[config.mk]
export PLATFORM = sky130hd
export DESIGN_NAME = mem_bus_initiator
export DESIGN_NICKNAME = d
export VERILOG_FILES = /design/src/rtl/mem_bus_initiator.sv
export SDC_FILE = /design/constraint.sdc
export NUM_CORES = 1
export LEC_CHECK = 0
export CAP_MARGIN = 20
export CORE_ASPECT_RATIO = 0.5
export CORE_UTILIZATION = 44
export DETAILED_ROUTE_END_ITERATION = 8
export MAX_ROUTING_LAYER = met4
export PLACE_DENSITY = 0.88
export SLEW_MARGIN = 20
export SYNTH_ARGS = -nofsm -noshare
export SYNTH_HDL_FRONTEND = slang
export SYNTH_SLANG_ARGS = --single-unit
[constraint.sdc]
create_clock -name clk -period 3 [get_ports clk]
set_clock_uncertainty 0.1 [all_clocks]
set_input_delay 0.45 -clock clk [delete_from_list [all_inputs] [get_ports clk]]
set_output_delay 0.45 -clock clk [all_outputs]
set_load 0.03 [all_outputs]
[src/rtl/mem_bus_initiator.sv]
// Word-memory bus initiator: converts one-cycle CPU access commands into a
// req/gnt/rvalid transaction with done/error status and a bounded wait.
module mem_bus_initiator #(
  parameter int unsigned WIDTH   = 32,
  parameter int unsigned TIMEOUT = 16
) (
  input  logic             clk,
  input  logic             reset_n,
  input  logic             cpu_start,
  input  logic             cpu_write,
  input  logic [WIDTH-1:0] cpu_addr,
  input  logic [WIDTH-1:0] cpu_wdata,
  output logic             cpu_busy,
  output logic             cpu_done,
  output logic             cpu_error,
  output logic [WIDTH-1:0] cpu_rdata,
  output logic             bus_req,
  output logic             bus_we,
  output logic [WIDTH-1:0] bus_addr,
  output logic [WIDTH-1:0] bus_wdata,
  input  logic             bus_gnt,
  input  logic             bus_rvalid,
  input  logic [WIDTH-1:0] bus_rdata
);

  localparam int unsigned CW = (TIMEOUT > 2) ? $clog2(TIMEOUT) : 1;

  typedef enum logic [2:0] {
    S_IDLE,
    S_REQ,
    S_WAIT,
    S_DONE,
    S_ERR
  } state_e;

  state_e           state_q, state_d;
  logic [CW-1:0]    cnt_q, cnt_d;
  logic             we_q, we_d;
  logic [WIDTH-1:0] addr_q, addr_d;
  logic [WIDTH-1:0] wdata_q, wdata_d;
  logic [WIDTH-1:0] rdata_q, rdata_d;
  logic             limit_c;

  // Last cycle of the REQ+WAIT budget; a same-cycle exit event still wins.
  assign limit_c = (cnt_q == CW'(TIMEOUT - 1));

  // Next-state and datapath update.
  always_comb begin
    state_d = state_q;
    cnt_d   = cnt_q;
    we_d    = we_q;
    addr_d  = addr_q;
    wdata_d = wdata_q;
    rdata_d = rdata_q;
    unique case (state_q)
      S_IDLE: begin
        if (cpu_start) begin
          we_d    = cpu_write;
          addr_d  = cpu_addr;
          wdata_d = cpu_wdata;
          cnt_d   = '0;
          state_d = (cpu_addr[1:0] != 2'b00) ? S_ERR : S_REQ;
        end
      end
      S_REQ: begin
        cnt_d = cnt_q + CW'(1);
        if (bus_gnt) begin
          state_d = we_q ? S_DONE : S_WAIT;
        end else if (limit_c) begin
          state_d = S_ERR;
        end
      end
      S_WAIT: begin
        cnt_d = cnt_q + CW'(1);
        if (bus_rvalid) begin
          rdata_d = bus_rdata;
          state_d = S_DONE;
        end else if (limit_c) begin
          state_d = S_ERR;
        end
      end
      S_DONE:  state_d = S_IDLE;
      S_ERR:   state_d = S_IDLE;
      default: state_d = S_IDLE;
    endcase
  end

  // State, datapath and registered status outputs.
  always_ff @(posedge clk or negedge reset_n) begin
    if (!reset_n) begin
      state_q   <= S_IDLE;
      cnt_q     <= '0;
      we_q      <= 1'b0;
      addr_q    <= '0;
      wdata_q   <= '0;
      rdata_q   <= '0;
      cpu_busy  <= 1'b0;
      cpu_done  <= 1'b0;
      cpu_error <= 1'b0;
      bus_req   <= 1'b0;
    end else begin
      state_q   <= state_d;
      cnt_q     <= cnt_d;
      we_q      <= we_d;
      addr_q    <= addr_d;
      wdata_q   <= wdata_d;
      rdata_q   <= rdata_d;
      cpu_busy  <= (state_d != S_IDLE);
      cpu_done  <= (state_d == S_DONE);
      cpu_error <= (state_d == S_ERR);
      bus_req   <= (state_d == S_REQ);
    end
  end

  assign cpu_rdata = rdata_q;
  assign bus_we    = we_q;
  assign bus_addr  = addr_q;
  assign bus_wdata = wdata_q;

endmodule

==> results of run 1 <==
## metrics by stage
stage / cell area [um^2] / power (mW)
after floorplan: 4190 / 5.100
after global routing: 6669 / 8.499
final: 6669 / 8.135
after CTS: 6669 / 8.205
after detailed placement: 6352 / 6.920
after global placement: 6352 / 6.810
## synthesized netlist by cell type (all sizes together)
cell / number
and4b: 1
or2: 2
nand4b: 1
nand3b: 2
nand3: 1
a31oi: 1
nor2b: 1
nor4b: 2
and2: 1
o21a: 1
o211a: 1
nor3b: 1
nand2b: 3
and3: 1
inv: 3
or3b: 2
nand2: 2
o41ai: 1
ha: 1
dfrtp: 108
mux2: 98
a211oi: 1
nor2: 4
a22o: 2
nor3: 2
o32ai: 1
a21oi: 2
buf: 13
## area by class of cell
| cell class | count | area share |
|---|---|---|
| Clock buffer | 11 | 0.03640 |
| Tap cell | 117 | 0.02195 |
| Clock inverter | 4 | 0.01107 |
| Sequential cell | 108 | 0.4053 |
| Timing Repair Buffer | 208 | 0.3133 |
| Inverter | 3 | 0.001689 |
| Multi-Input combinational cell | 135 | 0.2103 |
## worst max path at each step
stage               startpoint       end  slack [ns]
global route        state_q[0]  cnt_q[2]        0.84
global placement       bus_gnt  cnt_q[0]        0.69
finish                 bus_gnt  cnt_q[0]        0.96
floorplan           state_q[1]  cnt_q[0]        1.15
CTS                     bus_we    bus_we        0.98
detailed placement     bus_gnt  cnt_q[0]        0.64
## logic make-up after synthesis
kind of cell	Yosys count
AND/OR/NAND/NOR	26
multiplexers	98
buffers and inverters	16
AO/OA/AOI/OAI	10
adder cells (fa/ha/maj)	1
flip-flops	108
## state kept, by name (all words and copies together) (netlist names)
register / cells
state_q: 3
cpu_error: 1
bus_we: 1
cpu_rdata: 32
bus_req: 1
cnt_q: 4
bus_addr: 32
bus_wdata: 32
cpu_done: 1
cpu_busy: 1
## metal layers
layer | global-route usage | part of all wire
met1 | 0.2511 | 0.42
met4 | 0.06716 | 0.015
met2 | 0.3700 | 0.52
met5 | - | 0
met3 | 0.05416 | 0.040
## power by group through the flow
stage,Clock (mW),Sequential (mW),Combinational (mW)
after floorplan,0,3.93,1.17
after global placement,0,2.56,4.25
after detailed placement,0,2.61,4.31
after CTS,1.28,2.59,4.33
after global routing,1.33,2.69,4.48
final,1.26,2.59,4.29
==> results.txt, run 1 <==
The relative contribution of sequential cells to total power came out at 0.318. The post-layout worst setup margin came out at 0.9638 ns. The path type of the worst min-delay path is input port to asynchronous set/reset pin. The largest total area in the synthesized netlist belongs to sky130_fd_sc_hd__dfrtp_1.

The internal power contribution came out at 4.988 mW. The die covers 0.009941 mm^2. The count of nets left with antenna violations once routing finished came out at 0. TritonCTS built the clock tree. Together, buffers and inverters on the worst path number 1. The average cell area after synthesis is 16.18 um^2. The H-tree depth came out at 3.

The die height is 71.01 um. The overflow left after global routing is 0. The routed design has 9975 um of wire. The critical path in this run is classified as input port to flop.

The via density per instance came out at 4.922. The critical path depth in cells is 6. The register area is 0.002703 mm^2. The setup slack at placement is 0.6408 ns. The power dissipated by switching net loads is 3.147 mW. For this run, the register share of the synthesized area comes to 0.6450.

For the worst setup path, the data required time is 3.12 ns. In this run the tightest slew margin relative to its limit is 0.4565. The top-level I/O count is 203. The capture point of the worst reg-to-reg path is cnt_q[0]. The total nets after synthesis is 362. At the end of the flow the core is filled with cells to 0.7428. In this run, post-CTS hold repair placed 0 buffers.

The top cell types in the final layout, fill and taps aside, are sky130_fd_sc_hd__clkdlybuf4s50_1 (201), sky130_fd_sc_hd__dfrtp_1 (108), sky130_fd_sc_hd__mux2_2 (97). The net switching share of the total power is 0.3868. The floorplan step set the die width to 140.0 um. The final layout contains 568 nets.

The arrival time reported for the critical path endpoint is 2.16 ns. The worst hold slack across all endpoints came out at 0.09473 ns. The maximum buffer depth of the clock tree is 2. The number of antenna violations at the first check in global routing was 0. The arithmetic-cell share of the synthesized area counting full adders, half adders and majority gates is 0.002986. The area share of and/or/nand/nor cells after synthesis came out at 0.04330. For this run, design rule violations remaining after detail routing come to 0. The setup slack on the worst flop-to-flop path is 0.98 ns. The starting density of the core came out at 0.4667. The layout cell share with drive strength beyond 1 is 0.2708. The half-perimeter wire length after detailed placement came out at 7261 um.

The slowest library cell on the worst path is sky130_fd_sc_hd__clkdlybuf4s50_1. The insertion delay to the later sink of the worst-skew pair is 0.34 ns. The setup total negative slack came out at 0 ns. The transition time at the pin with the least slew margin is 0.8152 ns. The count of cells resized by post-cts repair is 0. The initial detailed-routing violation count came out at 69. Synthesis handed over a netlist of 259 instances. The count of placed standard cells in the final layout, fillers left out is 586. The number of global-route vias before repair came out at 3132. The number of cells on the worst reg-to-reg path is 5. The number of standard-cell rows in the floorplan came out at 24.

Setup repair after global routing left no endpoint under its margin. The smallest clock period supported by the final layout is computed as 2.036 ns. The top cell type's share of synthesized area came out at 0.6450.

The share of total power dissipated in combinational logic is 0.527. The floorplan step defined a core boundary enclosing 0.008979 mm^2. The cell area after technology mapping is 0.004190 mm^2. The number of buffers inserted by port buffering came out at 202.

In this run the critical register-to-register path is launched from state_q[0]. The post-route fraction of the period consumed by the critical path came out at 0.6787. The area of the multi-input gates is 0.001403 mm^2. After synthesis, the cell types taking the most area are sky130_fd_sc_hd__dfrtp_1 (64%), sky130_fd_sc_hd__mux2_2 (26%), sky130_fd_sc_hd__buf_2 (1.1%). Leaving out fill and tap cells, the most frequent cell in the layout is sky130_fd_sc_hd__clkdlybuf4s50_1.

The via total after detailed routing is 2884. The number of clock buffers inserted by TritonCTS is 9. The area growth from synthesis to layout is 59.15%. The run finished with clean final reports. Walking the worst path, the cells encountered are clkdlybuf4s50_1 -> or3b_1 -> a211oi_2 -> nor3_1 -> and2_4 -> mux2_4. The combinational family with the most area after synthesis is multiplexers. The synthesized design contains 108 register bits. For this design the static power due to leakage is 2.774 nW. The post-synthesis share of cell area spent on xor and xnor gates came out at 0.

The number of library cell types mapped by synthesis is 32. The first-pass iteration count of the detailed router came out at 4. The kind of cell with the highest combined delay along the critical path is simple AND/OR/NAND/NOR gates. The layout has 581 filler cells. The clock sink count is 108. The count of endpoints failing setup in the final report is 0. The clock-pin slew of the registers on the worst-case setup and hold paths is 0.07 ns. STA classifies the critical path endpoint as a flop. The worst setup path is launched from an input port. The tree is rooted in a sky130_fd_sc_hd__clkbuf_16. The worst-case IR drop observed on VDD is 0.6635 mV.

For this run, the slowest stage of the critical path takes 0.45 ns. The final routed wire length divided by cell count came out at 17.02 um. The antenna cell count is 0. The clock group share of total power came out at 0.155.

Post-CTS timing repair inserted 0 buffers for setup. The first global-routing pass estimated 15840 um of wire. The final count of pins violating max slew was 0. The final RePlAce weighted congestion came out at 0.8361. The largest net degree at the start of global routing is 63. The number of max-cap violations came out at 0. The global-route usage over all layers came out at 0.2152. For this design the ratio of total power to cell area is 1220 mW/mm^2. The final hold violation count is 0. The synthesized-area fraction occupied by ao, oa, aoi and oai cells came out at 0.02299. The peak clock frequency supported by timing came out at 491.1 MHz. Measured against the total synthesized area, the mux share comes to 0.2643.

The top fanout value on the critical path is 4. The number of warning messages in the yosys log is 0. The placed instance count came out at 571.
Note: power is estimated with default switching activity, not from simulation.
==> run 2: changes to the inputs <==
--- a/config.mk
+++ b/config.mk
@@ -7,10 +7,10 @@
 export LEC_CHECK = 0
 export CAP_MARGIN = 20
 export CORE_ASPECT_RATIO = 0.5
-export CORE_UTILIZATION = 44
+export CORE_UTILIZATION = 41
 export DETAILED_ROUTE_END_ITERATION = 8
 export MAX_ROUTING_LAYER = met4
-export PLACE_DENSITY = 0.88
+export PLACE_DENSITY = 0.83
 export SLEW_MARGIN = 20
 export SYNTH_ARGS = -nofsm -noshare
 export SYNTH_HDL_FRONTEND = slang
==> constraint.sdc (replaced) <==
create_clock -name clk -period 2 [get_ports clk]
set_clock_uncertainty 0.1 [all_clocks]
set_input_delay 0.3 -clock clk [delete_from_list [all_inputs] [get_ports clk]]
set_output_delay 0.3 -clock clk [all_outputs]
set_load 0.03 [all_outputs]
==> run 2 against run 1 <==
Wire length increased by 4.6%; cell count increased by 5.1%; die area increased by 7.2%; critical path type is now flop to flop; largest cell class unchanged.
==> results.txt, run 2 (synthesis results as in run 1) <==
The type of element capturing the critical path is a flop. The H-tree depth is 3. After detailed routing, the number of vias per cell comes to 4.831. The post-layout worst setup margin is 0.08422 ns. The core outline area came out at 0.009666 mm^2. In this run the power spent charging and discharging nets is 4.789 mW. The net count of the finished layout came out at 579. The slowest stage of the critical path belongs to the cell sky130_fd_sc_hd__dfrtp_2. The layout cell share with drive strength beyond 1 is 0.2931.

The die area came out at 0.01065 mm^2. The first global-routing pass estimated 16290 um of wire. Based on the critical path, the design can be clocked at up to 522.0 MHz.

Summed over all layers, the global routing overflow is 0. The internal power contribution came out at 7.637 mW. Setup repair after global routing left no endpoint under its margin.

The CTS tree is done. The worst hold path belongs to the class input port to asynchronous set/reset pin. The net switching share of the total power came out at 0.3854. The top cell types in the final layout, fill and taps aside, are sky130_fd_sc_hd__clkdlybuf4s50_1 (201), sky130_fd_sc_hd__dfrtp_1 (107), sky130_fd_sc_hd__mux2_2 (97). The startpoint of the worst setup timing path is state_q[1].

The relative contribution of sequential cells to total power came out at 0.311. At the worst endpoint, the required time is 2.12 ns. The worst setup path is launched from a flop. The clock group share of total power came out at 0.154. The minimum clock period after layout is 1.916 ns. The number of max-cap violations came out at 0. Fill cells in the final layout number 653. The number of antenna violations at the first check in global routing is 0. The worst pin sits at a relative slew slack of 0.7045. The total detailed-routing wirelength is 10430 um.

The starting density of the core came out at 0.4335. Detailed routing placed a total of 400 um of wire on met3. The final routed wire length divided by cell count is 16.93 um. The part of the total power dissipated in combinational logic is 0.535. The top fanout value on the critical path came out at 9. The power density relative to cell area came out at 1817 mW/mm^2. The setup slack on the worst flop-to-flop path is 0.08 ns. In this run the clock root is driven by a sky130_fd_sc_hd__clkbuf_16. The worst ir drop on vdd came out at 0.8400 mV. The count of placed standard cells in the final layout, fillers left out is 616.

Clock latency on the worst-skew pair, taken at its later pin, is 0.34 ns. The antenna cell count is 0. The number of global-route vias before repair is 3058. The largest net degree at the start of global routing came out at 46. During placement, the flow inserted port buffers numbering 202. Wire segments on met2 add up to 5523 um in the final route.

The sum of internal, switching and leakage power came out at 12.43 mW. The number of clock buffers inserted by TritonCTS is 9. By startpoint and endpoint, the worst setup path is classified as flop to flop. At the end of routability-driven placement, the weighted congestion stood at 0.7597. The number of standard-cell rows in the floorplan is 25. The library cell used most frequently in the layout, excluding fill and tap cells, is sky130_fd_sc_hd__clkdlybuf4s50_1.

The via total after detailed routing came out at 2976. The capture point of the worst reg-to-reg path is cnt_q[0]. Once layout is complete, the utilization of the core stands at 0.7077. The number of routed nets with antenna violations is 0. The delay contributed by the slowest stage of the critical path is 0.47 ns. For the worst setup path, the data arrival time is 2.04 ns. The DRC violations left came out at 0. The clock-pin slew of the registers on the worst-case setup and hold paths came out at 0.07 ns. The initial detailed-routing violation count is 156. The layout overhead on the synthesized area came out at 63.24%. The final count of pins violating max slew came out at 0.

The final hold violation count is 0. The placed instance count came out at 599. The highest metal layer carrying signal wires in the routed design is met4. The clock sink count came out at 108. The half-perimeter wire length after detailed placement came out at 7768 um. The first-pass iteration count of the detailed router is 4. The static leakage is 2.835 nW. The detailed router put a total of 4221 um of wire on met1. The flow ran to the end, and the final reports show no timing, DRC or antenna violations. In the global route stage, overall resource usage came out at 0.2059. The die height came out at 73.49 um. The maximum buffer depth of the clock tree came out at 2. The post-route fraction of the period consumed by the critical path came out at 0.9579. For the pin with the worst max-slew slack, the measured transition is 0.4432 ns. The top-level I/O count is 203. The setup slack at placement came out at -0.1506 ns. Walking the worst path, the cells encountered are or3b_1 -> a211oi_2 -> nor3_1 -> and2_4 -> mux2_4. Setup violations remaining at the end of the flow were counted as 0. The reg-to-reg startpoint is state_q[1].

The depth of the worst register-to-register path is 5. The overall die width is 145.0 um.
[run 2: how the worst max path moves through the flow]
stage | endpoint
finish | cnt_q[0]
floorplan | cnt_q[0]
global route | cnt_q[3]
detailed placement | cnt_q[0]
global placement | cnt_q[0]
CTS | cnt_q[0]
[run 2: timing repair]
action	in CTS	in global routing
setup endpoints to repair	0	2
hold buffers	1	0
endpoints found under the hold margin	30	0
setup buffers	0	0
gates resized for setup	0	2
[run 2: per-layer routing]
metal,up-vias,global-route usage
met1,1509,0.2408
met3,29,0.04969
met5,-,-
met4,0,0.07565
met2,82,0.3531
li1,1356,-
[run 2: layout make-up]
type                    count  area, um^2  share of cell area
clock buffers              10       239.0             0.03494
repair buffers            219        2225              0.3252
multi-input cells         135        1405              0.2054
well taps                 135       168.9             0.02469
inverters                   3       11.26            0.001646
flip-flops and latches    108        2704              0.3953
clock inverters             6       87.58             0.01280
[run 2: stage by stage]
| stage | hold slack, ns | TNS (ns) | instance area, um^2 |
|---|---|---|---|
| floorplan | -0.09559 | 0 | 4190 |
| CTS | 0.3556 | 0 | 6837 |
| global route | 0.3971 | 0 | 6840 |
| detailed placement | 0.1784 | -1.855 | 6500 |
| global placement | 0.1763 | -0.2106 | 6500 |
| finish | 0.3493 | 0 | 6840 |
[run 2: critical path: cells and delay by family, from the launching register on]
family / cells / cell delay, ns
AOI/OAI and AO/OA: 1 / 0.24
DFF: 1 / 0.47
and+or+nand+nor: 3 / 0.73
muxes: 1 / 0.25
[run 2: power groups by stage]
stage / Combinational, mW / Clock (mW) / Sequential, mW
after floorplan: 1.76 / 0 / 5.89
final: 6.64 / 1.92 / 3.87
after CTS: 6.69 / 1.97 / 3.87
after global placement: 6.57 / 0 / 3.83
after detailed placement: 6.66 / 0 / 3.91
after global routing: 6.92 / 2.03 / 4.02
==> run 3: changes to the inputs <==
--- a/config.mk
+++ b/config.mk
@@ -7,6 +7,7 @@
 export LEC_CHECK = 0
 export CAP_MARGIN = 20
 export CORE_ASPECT_RATIO = 0.5
+export CORE_MARGIN = 3
 export CORE_UTILIZATION = 41
 export DETAILED_ROUTE_END_ITERATION = 8
 export MAX_ROUTING_LAYER = met4
==> run 3 against run 2 <==
Cell count rose by 0.16%; largest power group unchanged; via count fell by 1.8%; count of clock-buffer cells in the layout is 1 higher.
==> results.txt, run 3 (synthesis results as in run 1) <==
The flow ran to the end, and the final reports show no timing, DRC or antenna violations. STA classifies the critical path endpoint as a flop. After floorplanning, the core was divided into 25 placement rows. The worst ir drop on vdd came out at 0.9380 mV.

The count of endpoints failing setup in the final report is 0. The final routed wire length divided by cell count is 17.41 um. The number of antenna violations at the first check in global routing came to 0.

The worst hold path belongs to the class input port to asynchronous set/reset pin. OpenSTA, run right after detailed placement, puts the worst setup slack at -0.1855 ns. At the end of the flow the core is filled with cells to 0.7102. In the layout the commonest cells are sky130_fd_sc_hd__clkdlybuf4s50_1 (201), sky130_fd_sc_hd__dfrtp_1 (108), sky130_fd_sc_hd__mux2_2 (97). The initial detailed-routing violation count is 82. The data required time of the worst path is 2.12 ns. The area of the multi-input gates is 0.001424 mm^2.

The detailed-route wire length on metal 1 is 4368 um. The first-pass iteration count of the detailed router came out at 4. Summed over all layers, the global routing overflow is 0. The starting density of the core is 0.4321. The number of clock buffers inserted by TritonCTS is 9. In the final layout, the share of cells above drive strength 1 is 0.2967.

The setup total negative slack is 0 ns. The number of global-route vias before repair is 3297. TritonCTS built the clock tree.

The met3 layer wire length in the routed design is 361 um. In this run the number of H-tree levels came out at 3. The top fanout value on the critical path is 9. Max-cap violations in this run came to 0. The top-level I/O count came out at 203. The share of total power dissipated in sequential elements is 0.308. For the pin with the worst max-slew slack, the measured transition is 0.5361 ns. The clock sink count came out at 108.

The worst max-slew margin expressed relative to the limit is 0.6426. Cell internal power was estimated by the tool at 7.792 mW. The via density per instance is 4.734. The final hold violation count came to 0. The cell family contributing the most delay on the critical path is simple AND/OR/NAND/NOR gates.

The worst setup path is launched from a flop. The congestion estimate from routability-driven global placement came to 0.8164. The core outline area is 0.009697 mm^2.

The sum of internal, switching and leakage power came out at 12.59 mW. The arrival time reported for the critical path endpoint came out at 2.12 ns. The net switching share of the total power is 0.3810. The largest net degree at the start of global routing is 40. The minimum clock period after layout came out at 1.997 ns. The global-route usage over all layers came out at 0.1961. The largest individual stage delay along the critical path comes from the cell sky130_fd_sc_hd__dfrtp_1. The total detailed-routing wirelength came out at 10740 um. The cell at the root of the clock tree is sky130_fd_sc_hd__clkbuf_16.

The post-route fraction of the period consumed by the critical path is 0.9987. The overall die width came out at 149.0 um. The peak clock frequency supported by timing is 500.6 MHz. The delay contributed by the slowest stage of the critical path is 0.52 ns.

The part of the total power dissipated in combinational logic came out at 0.528. The register area is 0.002703 mm^2. Input and output buffers added on the ports amount to 202. The layout overhead on the synthesized area came out at 64.35%. The library cell used most frequently in the layout, excluding fill and tap cells, is sky130_fd_sc_hd__clkdlybuf4s50_1. Once detail routing completed, the nets flagged for antenna violations numbered 0. The half-perimeter wire length after detailed placement came out at 8314 um. The die is 77.49 um tall. The critical path goes through or3b_1 -> a211oi_2 -> nor3_2 -> and2_4 -> mux2_4. After clock tree synthesis, the clock-pin slew on the worst setup and hold paths is 0.07 ns. The maximum buffer depth of the clock tree is 2. For this design the static power due to leakage is 2.866 nW. The met2 wire length is 5863 um. The first-pass GRT wire length is 17490 um.

The startpoint-to-endpoint class of the critical path is flop to flop. Once routing completed, OpenROAD measured the worst setup slack at 0.002559 ns. The power dissipated by switching net loads is 4.797 mW.

The power density relative to cell area came out at 1828 mW/mm^2. The die area came out at 0.01154 mm^2. The clock group share of total power came out at 0.164.

The final count of pins violating max slew is 0. The sum of buffers and inverters on the critical path is 0. The via total after detailed routing came out at 2921. After detailed routing, no signal wire sits above met4. After detailed routing, the number of remaining DRC violations is 0.

The antenna cell count came out at 0. Post-CTS timing repair inserted 0 buffers for setup. The insertion delay to the later sink of the worst-skew pair came out at 0.34 ns. The net count of the finished layout is 580. Counting the fill cells in the layout gives 660.
run 3: layout make-up:
class                   instances  area share
clock inverters                 5     0.01562
repair buffers                220      0.3223
clock buffers                  11     0.03670
multi-input cells             135      0.2068
inverters                       3    0.001635
well taps                     135     0.02453
flip-flops and latches        108      0.3924
run 3: power by group through the flow:
stage	registers (mW)	logic, mW	clock network, mW
2_1_floorplan	5.89	1.76	0
3_3_place_gp	3.83	6.58	0
3_5_place_dp	3.90	6.67	0
4_1_cts	3.88	6.70	2.11
5_1_grt	4.03	6.95	2.22
6_report	3.88	6.65	2.06
run 3: final timing paths:
check,slack (ns),start,depth (start not counted),endpoint
worst max register to register,0.003,state_q[0],5,cnt_q[0]
max in group asynchronous,0.83,reset_n,3,cnt_q[3]
worst max-delay path,0.003,state_q[0],5,cnt_q[0]
worst min-delay path,0.38,reset_n,2,cpu_rdata[12]
worst min register to register,0.41,bus_addr[28],1,bus_addr[28]
min in group clk,0.41,bus_addr[28],1,bus_addr[28]
run 3: metal layers:
layer	vias to the layer above	global-route usage
li1	1355	-
met1	1486	0.2255
met4	0	0.04201
met2	66	0.3592
met5	-	-
met3	14	0.03851
run 3: repair_timing:
action / in CTS / in global routing
endpoints found under the hold margin: 36 / 0
resized for setup: 0 / 4
setup endpoints to repair: 0 / 4
hold buffers: 1 / 0
run 3: stage by stage:
step,std cells,cell area [um^2],hold slack (ns)
after floorplan,259,4190,-0.09559
after global placement,600,6495,0.2206
after detailed placement,600,6495,0.2184
after CTS,617,6865,0.4051
after global routing,617,6887,0.4199
final,617,6887,0.3841
